**src/rtl/fx3_stream_arbiter.sv**
```systemverilog
// fx3_stream_arbiter
//   Time-shares the single FX3 slave-FIFO bus between the stream-OUT reader
//   (FX3 -> FPGA) and the stream-IN writer (FPGA -> FX3). Only one direction
//   is granted at a time. Each grant is preceded by a bus-turnaround gap and
//   followed by a drain phase. The drain phase waits, with a timeout, for the
//   granted engine to go idle.
//
// Ports
//   clk_100                  system clock
//   reset_                   asynchronous reset, active low
//   out_req / in_req         per-direction request (sink ready / source has data)
//   flagc_d / flaga_d        registered FX3 read-available / write-space flags
//   out_busy / in_busy       per-direction engine not idle
//   clr_err                  clears drain_timeout_err
//   stream_out_mode_selected enables the stream-OUT engine
//   stream_in_mode_selected  enables the stream-IN engine
//   faddr                    FX3 socket address
//   active_dir               00 none, 01 OUT, 10 IN
//   drain_timeout_err        sticky drain-timeout flag
module fx3_stream_arbiter #(
  parameter int         MAX_OUT_BURST = 1024,
  parameter int         MAX_IN_BURST  = 1024,
  parameter int         TURN_GAP      = 3,
  parameter int         DRAIN_TIMEOUT = 255,
  parameter logic [1:0] OUT_ADDR      = 2'b11,
  parameter logic [1:0] IN_ADDR       = 2'b00
) (
  input  logic       clk_100,
  input  logic       reset_,
  input  logic       out_req,
  input  logic       in_req,
  input  logic       flagc_d,
  input  logic       flaga_d,
  input  logic       out_busy,
  input  logic       in_busy,
  input  logic       clr_err,
  output logic       stream_out_mode_selected,
  output logic       stream_in_mode_selected,
  output logic [1:0] faddr,
  output logic [1:0] active_dir,
  output logic       drain_timeout_err
);

  localparam int MAX_BURST = (MAX_OUT_BURST > MAX_IN_BURST) ? MAX_OUT_BURST : MAX_IN_BURST;
  localparam int BW = $clog2(MAX_BURST);
  // Counters get one spare value so the terminal increment never wraps.
  localparam int GW = $clog2(TURN_GAP + 1);
  localparam int TW = $clog2(DRAIN_TIMEOUT + 1);

  localparam logic [BW-1:0] OUT_LIM  = BW'(MAX_OUT_BURST - 1);
  localparam logic [BW-1:0] IN_LIM   = BW'(MAX_IN_BURST - 1);
  localparam logic [GW-1:0] GAP_LAST = GW'(TURN_GAP - 1);
  localparam logic [TW-1:0] TMO_LAST = TW'(DRAIN_TIMEOUT - 1);

  localparam logic DIR_OUT = 1'b0;
  localparam logic DIR_IN  = 1'b1;

  typedef enum logic [1:0] {
    S_IDLE   = 2'd0,
    S_TURN   = 2'd1,
    S_ACTIVE = 2'd2,
    S_DRAIN  = 2'd3
  } state_t;

  state_t          state_q, state_d;
  logic            target_q, target_d;
  logic            last_dir_q, last_dir_d;
  logic [GW-1:0]   gap_cnt_q, gap_cnt_d;
  logic [BW-1:0]   burst_cnt_q, burst_cnt_d;
  logic [TW-1:0]   tmo_cnt_q, tmo_cnt_d;
  logic [1:0]      faddr_q, faddr_d;
  logic            out_sel_q, out_sel_d;
  logic            in_sel_q, in_sel_d;
  logic [1:0]      active_dir_q, active_dir_d;
  logic            err_q, err_d;

  logic out_elig, in_elig, idle_target;
  logic own_req, other_elig, own_busy, burst_at_lim, tmo_hit, tmo_set;

  assign out_elig = out_req & flagc_d;
  assign in_elig  = in_req & flaga_d;

  // Contention goes to the direction that did not hold the bus last.
  assign idle_target = (out_elig && in_elig) ? ~last_dir_q :
                       (out_elig ? DIR_OUT : DIR_IN);

  assign own_req      = (target_q == DIR_IN) ? in_req   : out_req;
  assign other_elig   = (target_q == DIR_IN) ? out_elig : in_elig;
  assign own_busy     = (target_q == DIR_IN) ? in_busy  : out_busy;
  assign burst_at_lim = burst_cnt_q == ((target_q == DIR_IN) ? IN_LIM : OUT_LIM);
  assign tmo_hit      = tmo_cnt_q == TMO_LAST;
  // Idle engine wins over an expiring timeout in the same cycle.
  assign tmo_set      = (state_q == S_DRAIN) && own_busy && tmo_hit;

  // State register and all registered outputs.
  always_ff @(posedge clk_100 or negedge reset_) begin
    if (!reset_) begin
      state_q      <= S_IDLE;
      target_q     <= DIR_OUT;
      last_dir_q   <= DIR_IN;
      gap_cnt_q    <= '0;
      burst_cnt_q  <= '0;
      tmo_cnt_q    <= '0;
      faddr_q      <= OUT_ADDR;
      out_sel_q    <= 1'b0;
      in_sel_q     <= 1'b0;
      active_dir_q <= 2'b00;
      err_q        <= 1'b0;
    end else begin
      state_q      <= state_d;
      target_q     <= target_d;
      last_dir_q   <= last_dir_d;
      gap_cnt_q    <= gap_cnt_d;
      burst_cnt_q  <= burst_cnt_d;
      tmo_cnt_q    <= tmo_cnt_d;
      faddr_q      <= faddr_d;
      out_sel_q    <= out_sel_d;
      in_sel_q     <= in_sel_d;
      active_dir_q <= active_dir_d;
      err_q        <= err_d;
    end
  end

  // Next-state logic.
  always_comb begin
    state_d = state_q;
    case (state_q)
      S_IDLE:   if (out_elig || in_elig) state_d = S_TURN;
      S_TURN:   if (gap_cnt_q == GAP_LAST) state_d = S_ACTIVE;
      // Flag stalls are left to the engine; only req or fairness ends a grant.
      S_ACTIVE: if (!own_req || (burst_at_lim && other_elig)) state_d = S_DRAIN;
      S_DRAIN:  if (!own_busy || tmo_hit) state_d = S_IDLE;
      default:  state_d = S_IDLE;
    endcase
  end

  // Counters and next values of the registered outputs.
  always_comb begin
    target_d    = target_q;
    last_dir_d  = last_dir_q;
    gap_cnt_d   = gap_cnt_q;
    burst_cnt_d = burst_cnt_q;
    tmo_cnt_d   = tmo_cnt_q;
    faddr_d     = faddr_q;
    case (state_q)
      S_IDLE: begin
        if (state_d == S_TURN) begin
          target_d  = idle_target;
          faddr_d   = (idle_target == DIR_IN) ? IN_ADDR : OUT_ADDR;
          gap_cnt_d = '0;
        end
      end
      S_TURN: begin
        gap_cnt_d = gap_cnt_q + 1'b1;
        if (state_d == S_ACTIVE) begin
          burst_cnt_d = '0;
          last_dir_d  = target_q;
        end
      end
      S_ACTIVE: begin
        if (!burst_at_lim) burst_cnt_d = burst_cnt_q + 1'b1;
        if (state_d == S_DRAIN) tmo_cnt_d = '0;
      end
      S_DRAIN: begin
        tmo_cnt_d = tmo_cnt_q + 1'b1;
      end
      default: begin
        gap_cnt_d = '0;
      end
    endcase

    out_sel_d = (state_d == S_ACTIVE) && (target_q == DIR_OUT);
    in_sel_d  = (state_d == S_ACTIVE) && (target_q == DIR_IN);

    if (state_d == S_ACTIVE)     active_dir_d = {target_q, ~target_q};
    else if (state_d == S_DRAIN) active_dir_d = active_dir_q;
    else                         active_dir_d = 2'b00;

    // Set has priority over clear.
    if (tmo_set)      err_d = 1'b1;
    else if (clr_err) err_d = 1'b0;
    else              err_d = err_q;
  end

  assign stream_out_mode_selected = out_sel_q;
  assign stream_in_mode_selected  = in_sel_q;
  assign faddr                    = faddr_q;
  assign active_dir               = active_dir_q;
  assign drain_timeout_err        = err_q;

endmodule

```
**config.mk**
```make
export PLATFORM = sky130hd
export DESIGN_NAME = fx3_stream_arbiter
export DESIGN_NICKNAME = d
export VERILOG_FILES = /design/src/rtl/fx3_stream_arbiter.sv
export SDC_FILE = /design/constraint.sdc
export NUM_CORES = 1
export LEC_CHECK = 0
export BUFFER_PORTS_ARGS = -buffer_cell sky130_fd_sc_hd__buf_2
export CAP_MARGIN = 20
export CORE_MARGIN = 2
export CORE_UTILIZATION = 58
export CTS_CLUSTER_DIAMETER = 100
export DETAILED_ROUTE_END_ITERATION = 12
export PLACE_DENSITY = 0.78
export SLEW_MARGIN = 20
export SYNTH_ARGS = -nofsm -noshare
export SYNTH_HDL_FRONTEND = slang
export SYNTH_SLANG_ARGS = --single-unit
export TNS_END_PERCENT = 20
```
**constraint.sdc**
```tcl
create_clock -name clk_100 -period 1.9 [get_ports clk_100]
set_input_delay 0.095 -clock clk_100 [delete_from_list [all_inputs] [get_ports clk_100]]
set_output_delay 0.095 -clock clk_100 [all_outputs]
set_load 0.01 [all_outputs]
```
==> metrics.md, run 1 <==
| Metric | Value |
|---|---|
| Share of synthesized registers carrying an async set or reset | `100.0%` |
| Clk slew on worst S/H paths | `90 ps` |
| Primary FF master, synth | `dfrtp_1` |
| Crit. End Element | `flop` |
| Ports | `16` |
| Slew Limit Fails | `0` |
| Status | `completed` |
| # rows | `19` |
| Ant. Diodes | `0` |
| Cell area after layout | `0.001912 mm^2` |
| EDFF count, synth | `0` |
| Post-DR wirelength/cell | `around 15 um` |
| Buffers on Ports | `15` |
| Post-DP Area | `0.001829 mm^2` |
| Final setup TNS | `0 ps` |
| First-pass iteration count of the detailed router | `4` |
| Longest Clk Path Bufs | `2` |
| Setup crit start kind | `flop` |
| Final hold viol count | `0` |
| Worst hold stages | `3` |
| Initial antenna violation count | `0` |
| Syn Nets | `187` |
| Crit Path Class | `reg2reg` |
| Crit-path max FO | `9` |
| Share of cells above drive strength 1 | `21.72%` |
| Nets | `210` |
| Worst slew pin tran | `approximately 670 ps` |
| Max_cap viols | `0` |
| Post-Syn Instances | `174` |
| Worst skew pair latency | `330 ps` |
| Vias in the first global route | `1371` |
| Grt total ovfl | `0` |
| VDD IR max | `0.0009839 V` |
| DR iter-0 viols | `91` |
| Die Height | `58.52 um` |
| Clock Skews | `3.964 ps` |
| Setup-failing EPs final | `0` |
| Total die area | `0.003425 mm^2` |
| Crit path time final | `1723 ps` |
| Dpl cells | `219` |
| Yosys Warn Count | `0` |
| Core footprint | `between 0.002 and 0.003 mm^2` |
| Fillers | `233` |
| P&R area growth vs syn | `10.89%` |
| Tot Pwr | `2229 uW` |
| Clock Root Buffer | `clkbuf_4` |
| Slew margin rel. | `a little under three fifths` |
| Hold Path Class | `in2reg` |
| Seq/Total Area, Yosys | `43.69%` |
| Initial Utilization | `61.99%` |
| Post-synthesis cell area | `0.001724 mm^2` |
| Sequential Area | `between 700 and 800 um^2` |
| Largest net degree at the start of global routing | `31` |
| First-pass GRT wire length | `6.037 mm` |
| Post-Layout Cell Count | `229` |
| Worst hold slack | `between 70 and 80 ps` |
| Die Wd | `58.52 um` |
| Routed Antenna Nets | `0` |
| Sink Count | `30` |
| Multi-input gate area | `878.3 um^2` |
| CTS tree | `yes` |
| Netlist cell types | `53` |
| Critical Path AT | `1980 ps` |
| Residual DRC | `0` |
| GRT Util Overall | `23.36%` |
| Routed WL | `3.428 mm` |
| H-tree levels | `2` |
| Power Dens Cells | `about 1200 mW/mm^2` |
| Leak Pwr | `0.0008907 uW` |
| Routed via count | `1425` |
| FF-to-FF path depth | `6` |
| Worst endpoint required time | `about 2200 ps` |
| Dpl hpwl | `2.485 mm` |
| Placer Congestion | `~0.82` |
| Final period util | `90.69%` |
| CTS Buf Count | `5` |
| Fmax | `580.3 MHz` |
| RSZ-0062 raised after global routing | `false` |
| Via density | `6.223` |
| Synthesis-stage register bit count | `30` |
| Syn Area/Cell | `9.909 um^2` |
## sequential cells by signal (all words and copies together) (netlist names), 2 cells and up
name / flops
tmo_cnt_q: 8
state_q: 2
gap_cnt_q: 2
active_dir: 2
burst_cnt_q: 10
## cell usage after synthesis (all sizes together), types with 3 or more instances
cell type / number / area share (%)
o31ai: 6 / 2.6
a21oi: 8 / 2.3
dfrtp: 28 / 41
nand3b: 4 / 1.7
ha: 4 / 2.9
nand3: 8 / 2.6
a31oi: 9 / 3.3
nand2b: 3 / 1.2
buf: 5 / 2.8
inv: 9 / 2.0
clkbuf: 3 / 0.73
nand2: 17 / 3.7
nand4: 6 / 3.0
o21ai: 13 / 3.8
and3: 3 / 1.1
nor2: 13 / 3.7
## layout by cell type (no fill, tap or decap), drive strengths merged, types with 2 or more instances in the layout
master / Yosys / routed
nor2: 13 / 13
o21a: 2 / 2
and2: 2 / 2
and4: 2 / 2
inv: 9 / 9
o22ai: 2 / 2
clkbuf: 3 / 7
nand3b: 4 / 4
a211oi: 2 / 2
nand3: 8 / 8
a21oi: 8 / 8
a22o: 2 / 2
ha: 4 / 4
nand4: 6 / 6
dlygate4sd3: 0 / 2
mux2i: 2 / 2
o21ai: 13 / 13
a31oi: 9 / 9
dfrtp: 28 / 28
nand2: 17 / 17
o211ai: 2 / 2
dfstp: 2 / 2
nand2b: 3 / 3
buf: 5 / 22
o31ai: 6 / 6
and3: 3 / 3
## power breakdown
part,internal [uW],total (uW),switching (uW)
Clock,179,395,216
Sequential,813,973,160
Combinational,384,861,477
Total,1380,2230,853
## critical path, cell delays in order (launching register included)
cell     delay [ps]
dfrtp_1         410
ha_1            230
nand3_2         150
nor4_4          400
buf_4           250
nor2_4           40
a31oi_1         170
## routing by layer
metal / share of wire [%] / up-vias / global-route usage (%)
met5: 0 / - / 0
met4: 1.5 / 0 / 8.306
met3: 3.0 / 6 / 6.593
met2: 49 / 21 / 38.20
met1: 46 / 697 / 29.66
li1: - / 701 / -
## final timing paths
kind | to | slack (ps) | startpoint
worst min register to register | gap_cnt_q[0] | 480 | gap_cnt_q[0]
worst max-delay path | burst_cnt_q[4] | 180 | burst_cnt_q[0]
min in group asynchronous | burst_cnt_q[6] | 330 | reset_
max in group asynchronous | target_q | 1140 | reset_
worst min-delay path | state_q[0] | 70 | flaga_d
worst max register to register | burst_cnt_q[4] | 180 | burst_cnt_q[0]
## cells by family after synthesis
logic type	after synthesis	synth area share, %
DFF	30	43.69
and+or+nand+nor	65	22.79
buffers and inverters	17	5.515
AOI/OAI and AO/OA	55	23.29
muxes	3	1.814
adders and majority gates	4	2.903
## layout make-up
type | instances | area share (%)
well taps | 31 | 2.029
inverters | 9 | 1.767
clock inverters | 1 | 0.2618
multi-input cells | 127 | 45.94
flip-flops and latches | 30 | 39.40
repair buffers | 24 | 7.723
clock buffers | 7 | 2.880
## per-stage QoR
step                      setup slack, ps  util, %
after floorplan                     389.3        -
after CTS                           174.9    68.65
after detailed placement            192.7    65.77
after global placement              238.0    65.77
final                               176.8    68.74
after global routing                73.38    68.74
## what timing repair did
action / 4_1_cts / 5_1_grt
endpoints found under the hold margin: 29 / 0
endpoints found under the setup margin: 0 / 1
buffers inserted: 0 / 0
resized for setup: 0 / 1
hold buffers: 2 / 0
Power figures use the tool's default switching activity.
==> run 2, diff against run 1 <==
==> constraint.sdc (replaced) <==
create_clock -name clk_100 -period 1.9 [get_ports clk_100]
set_input_delay 0.38 -clock clk_100 [delete_from_list [all_inputs] [get_ports clk_100]]
set_output_delay 0.38 -clock clk_100 [all_outputs]
set_load 0.01 [all_outputs]
==> run 2 against run 1 <==
  * Fmax hardly changed
  * Setup slack better by 1.1 ps
  * Clock-buffer cell count stayed put
  * Final cell count is 0.87% lower
  * Combinational power hardly changed
  * Global-route usage stayed put
  * Design area is 1.0% lower
  * Critical path type unchanged
  * Highest routed layer unchanged
==> metrics.md, run 2 (same netlist as run 1, synthesis figures left out) <==
| Metric | Value |
|---|---|
| Status | `completed (unchanged)` |
| Crit Path Class | `reg2reg (unchanged)` |
| Placer Congestion | `0.8157 (unchanged)` |
| Commonest non-fill, non-tap cell in the layout | `dfrtp_1 (unchanged)` |
| RSZ-0062 raised after global routing | `false (unchanged)` |
| Clock Skews | `3.964 ps (unchanged)` |
| Worst slew pin tran | `666.7 ps (was 666.8 ps)` |
| Max reg flops | `10 (unchanged)` |
| Top reg by flops | `burst_cnt_q (unchanged)` |
| Worst hold slack | `72.73 ps (was 72.28 ps)` |
| Power Dens Cells | `1177 mW/mm^2 (was 1166 mW/mm^2)` |
| DR iter-0 viols | `100 (was 91)` |
| Nets | `208 (was 210)` |
| Buffers on Ports | `15 (unchanged)` |
| Ant. Diodes | `0 (unchanged)` |
| DP Worst Slack | `192.7 ps (unchanged)` |
| Slew margin rel. | `55.56% (was 55.55%)` |
| Routed via count | `1416 (was 1425)` |
| Most frequent cells in the layout | `dfrtp_1 (28), nand2_1 (17), buf_2 (15) (unchanged)` |
| Worst skew pair latency | `330 ps (about the same)` |
| Hold-fix buffers, CTS | `0 (was 2)` |
| FF-to-FF path depth | `6 (unchanged)` |
| CTS Buf Count | `5 (unchanged)` |
| Crit. End Element | `flop (unchanged)` |
| Final setup TNS | `0 ps (unchanged)` |
| Max_cap viols | `0 (unchanged)` |
| Cell area after layout | `0.001892 mm^2 (was 0.001912 mm^2)` |
| Final period util | `90.64% (was 90.69%)` |
| Clock Root Buffer | `clkbuf_4 (unchanged)` |
| Setup-failing EPs final | `0 (unchanged)` |
| Dpl cells | `219 (unchanged)` |
| Dpl hpwl | `2.485 mm (unchanged)` |
| Residual DRC | `0 (unchanged)` |
| Sink Count | `30 (unchanged)` |
| Clk slew on worst S/H paths | `90 ps (about the same)` |
| Die Wd | `58.52 um (unchanged)` |
| P&R area growth vs syn | `9.724% (was 10.89%)` |
| Leak Pwr | `0.0008823 uW (was 0.0008907 uW)` |
| Biggest regs | `burst_cnt_q: 10 flops, tmo_cnt_q: 8 flops (unchanged)` |
| # rows | `19 (unchanged)` |
| CTS tree | `yes (unchanged)` |
| Routed WL | `3.414 mm (was 3.428 mm)` |
| GRT Util Overall | `23.36% (unchanged)` |
| Final hold viol count | `0 (unchanged)` |
| Critical Path AT | `1980 ps (about the same)` |
| Worst endpoint required time | `2150 ps (about the same)` |
| Fmax | `580.7 MHz (was 580.3 MHz)` |
| Post-DP Area | `0.001829 mm^2 (unchanged)` |
| First-pass GRT wire length | `6.037 mm (unchanged)` |
| Setup crit start kind | `flop (unchanged)` |
| Routed Antenna Nets | `0 (unchanged)` |
| Initial Utilization | `61.99% (unchanged)` |
| Initial antenna violation count | `0 (unchanged)` |
| Largest net degree at the start of global routing | `31 (unchanged)` |
| Total die area | `0.003425 mm^2 (unchanged)` |
| Core footprint | `0.002781 mm^2 (unchanged)` |
| Vias in the first global route | `1371 (unchanged)` |
| Crit path time final | `1722 ps (was 1723 ps)` |
| Post-Layout Cell Count | `227 (was 229)` |
| VDD IR max | `0.0009823 V (was 0.0009839 V)` |
| H-tree levels | `2 (unchanged)` |
| Post-DR wirelength/cell | `15.04 um (was 14.97 um)` |
| Die Height | `58.52 um (unchanged)` |
| Grt total ovfl | `0 (unchanged)` |
| Crit-path max FO | `9 (unchanged)` |
| Fin worst setup slack | `177.9 ps (was 176.8 ps)` |
| Ports | `16 (unchanged)` |
| Slew Limit Fails | `0 (unchanged)` |
| Longest Clk Path Bufs | `2 (unchanged)` |
| Via density | `6.238 (was 6.223)` |
| First-pass iteration count of the detailed router | `4 (unchanged)` |
| Share of cells above drive strength 1 | `21.94% (was 21.72%)` |
| Hold Path Class | `in2async (was in2reg)` |
| Fillers | `233 (unchanged)` |
run 2: final timing paths:
path | from | endpoint | slack, ps
worst max-delay path | burst_cnt_q[0] | burst_cnt_q[4] | 180
worst min-delay path | reset_ | burst_cnt_q[4] | 70
worst max register to register | burst_cnt_q[0] | burst_cnt_q[4] | 180
worst min register to register | gap_cnt_q[0] | gap_cnt_q[0] | 480
max in group asynchronous | reset_ | target_q | 1400
min in group clk_100 | clr_err | drain_timeout_err | 220
run 2: what timing repair did:
item,in CTS,in global routing
endpoints found under the hold margin,0,0
gates resized for setup,0,1
endpoints found under the setup margin,0,1
buffers inserted,0,0
run 2: metrics by stage:
stage	util (%)	power (uW)
after global routing	68.02	2411
after detailed placement	65.77	1841
after floorplan	-	1612
final	68.02	2226
after global placement	65.77	1803
after CTS	67.93	2245
run 2: report_power, final:
group | switching (uW) | internal (uW) | leakage (uW)
Sequential | 160 | 813 | 0.000390
Combinational | 476 | 381 | 0.000457
Clock | 216 | 179 | 0.0000353
Total | 853 | 1370 | 0.000882
run 2: per-layer routing:
metal  GRT usage, %  part of all wire [%]  vias to the layer above  routed length, um
li1               -                     -                      697                  -
met1          29.66                    46                      695               1566
met2          38.20                    50                       18               1696
met3          6.593                   2.8                        6                 97
met4          8.306                   1.6                        0                 53
met5              0                     0                        -                  0
run 2: worst max-delay path, stage by stage, from the launching register on:
cell and delay, ps:
dfrtp_1 410, ha_1 230, nand3_2 150, nor4_4 400, buf_4 250, nor2_4 40, a31oi_1 160
run 2: final cells by class:
type	count	area (um^2)	area share [%]
multi-input cells	127	878.3	46.43
flip-flops and latches	30	753.2	39.81
repair buffers	22	127.6	6.746
clock buffers	7	55.05	2.910
well taps	31	38.79	2.050
inverters	9	33.78	1.786
clock inverters	1	5.005	0.2646
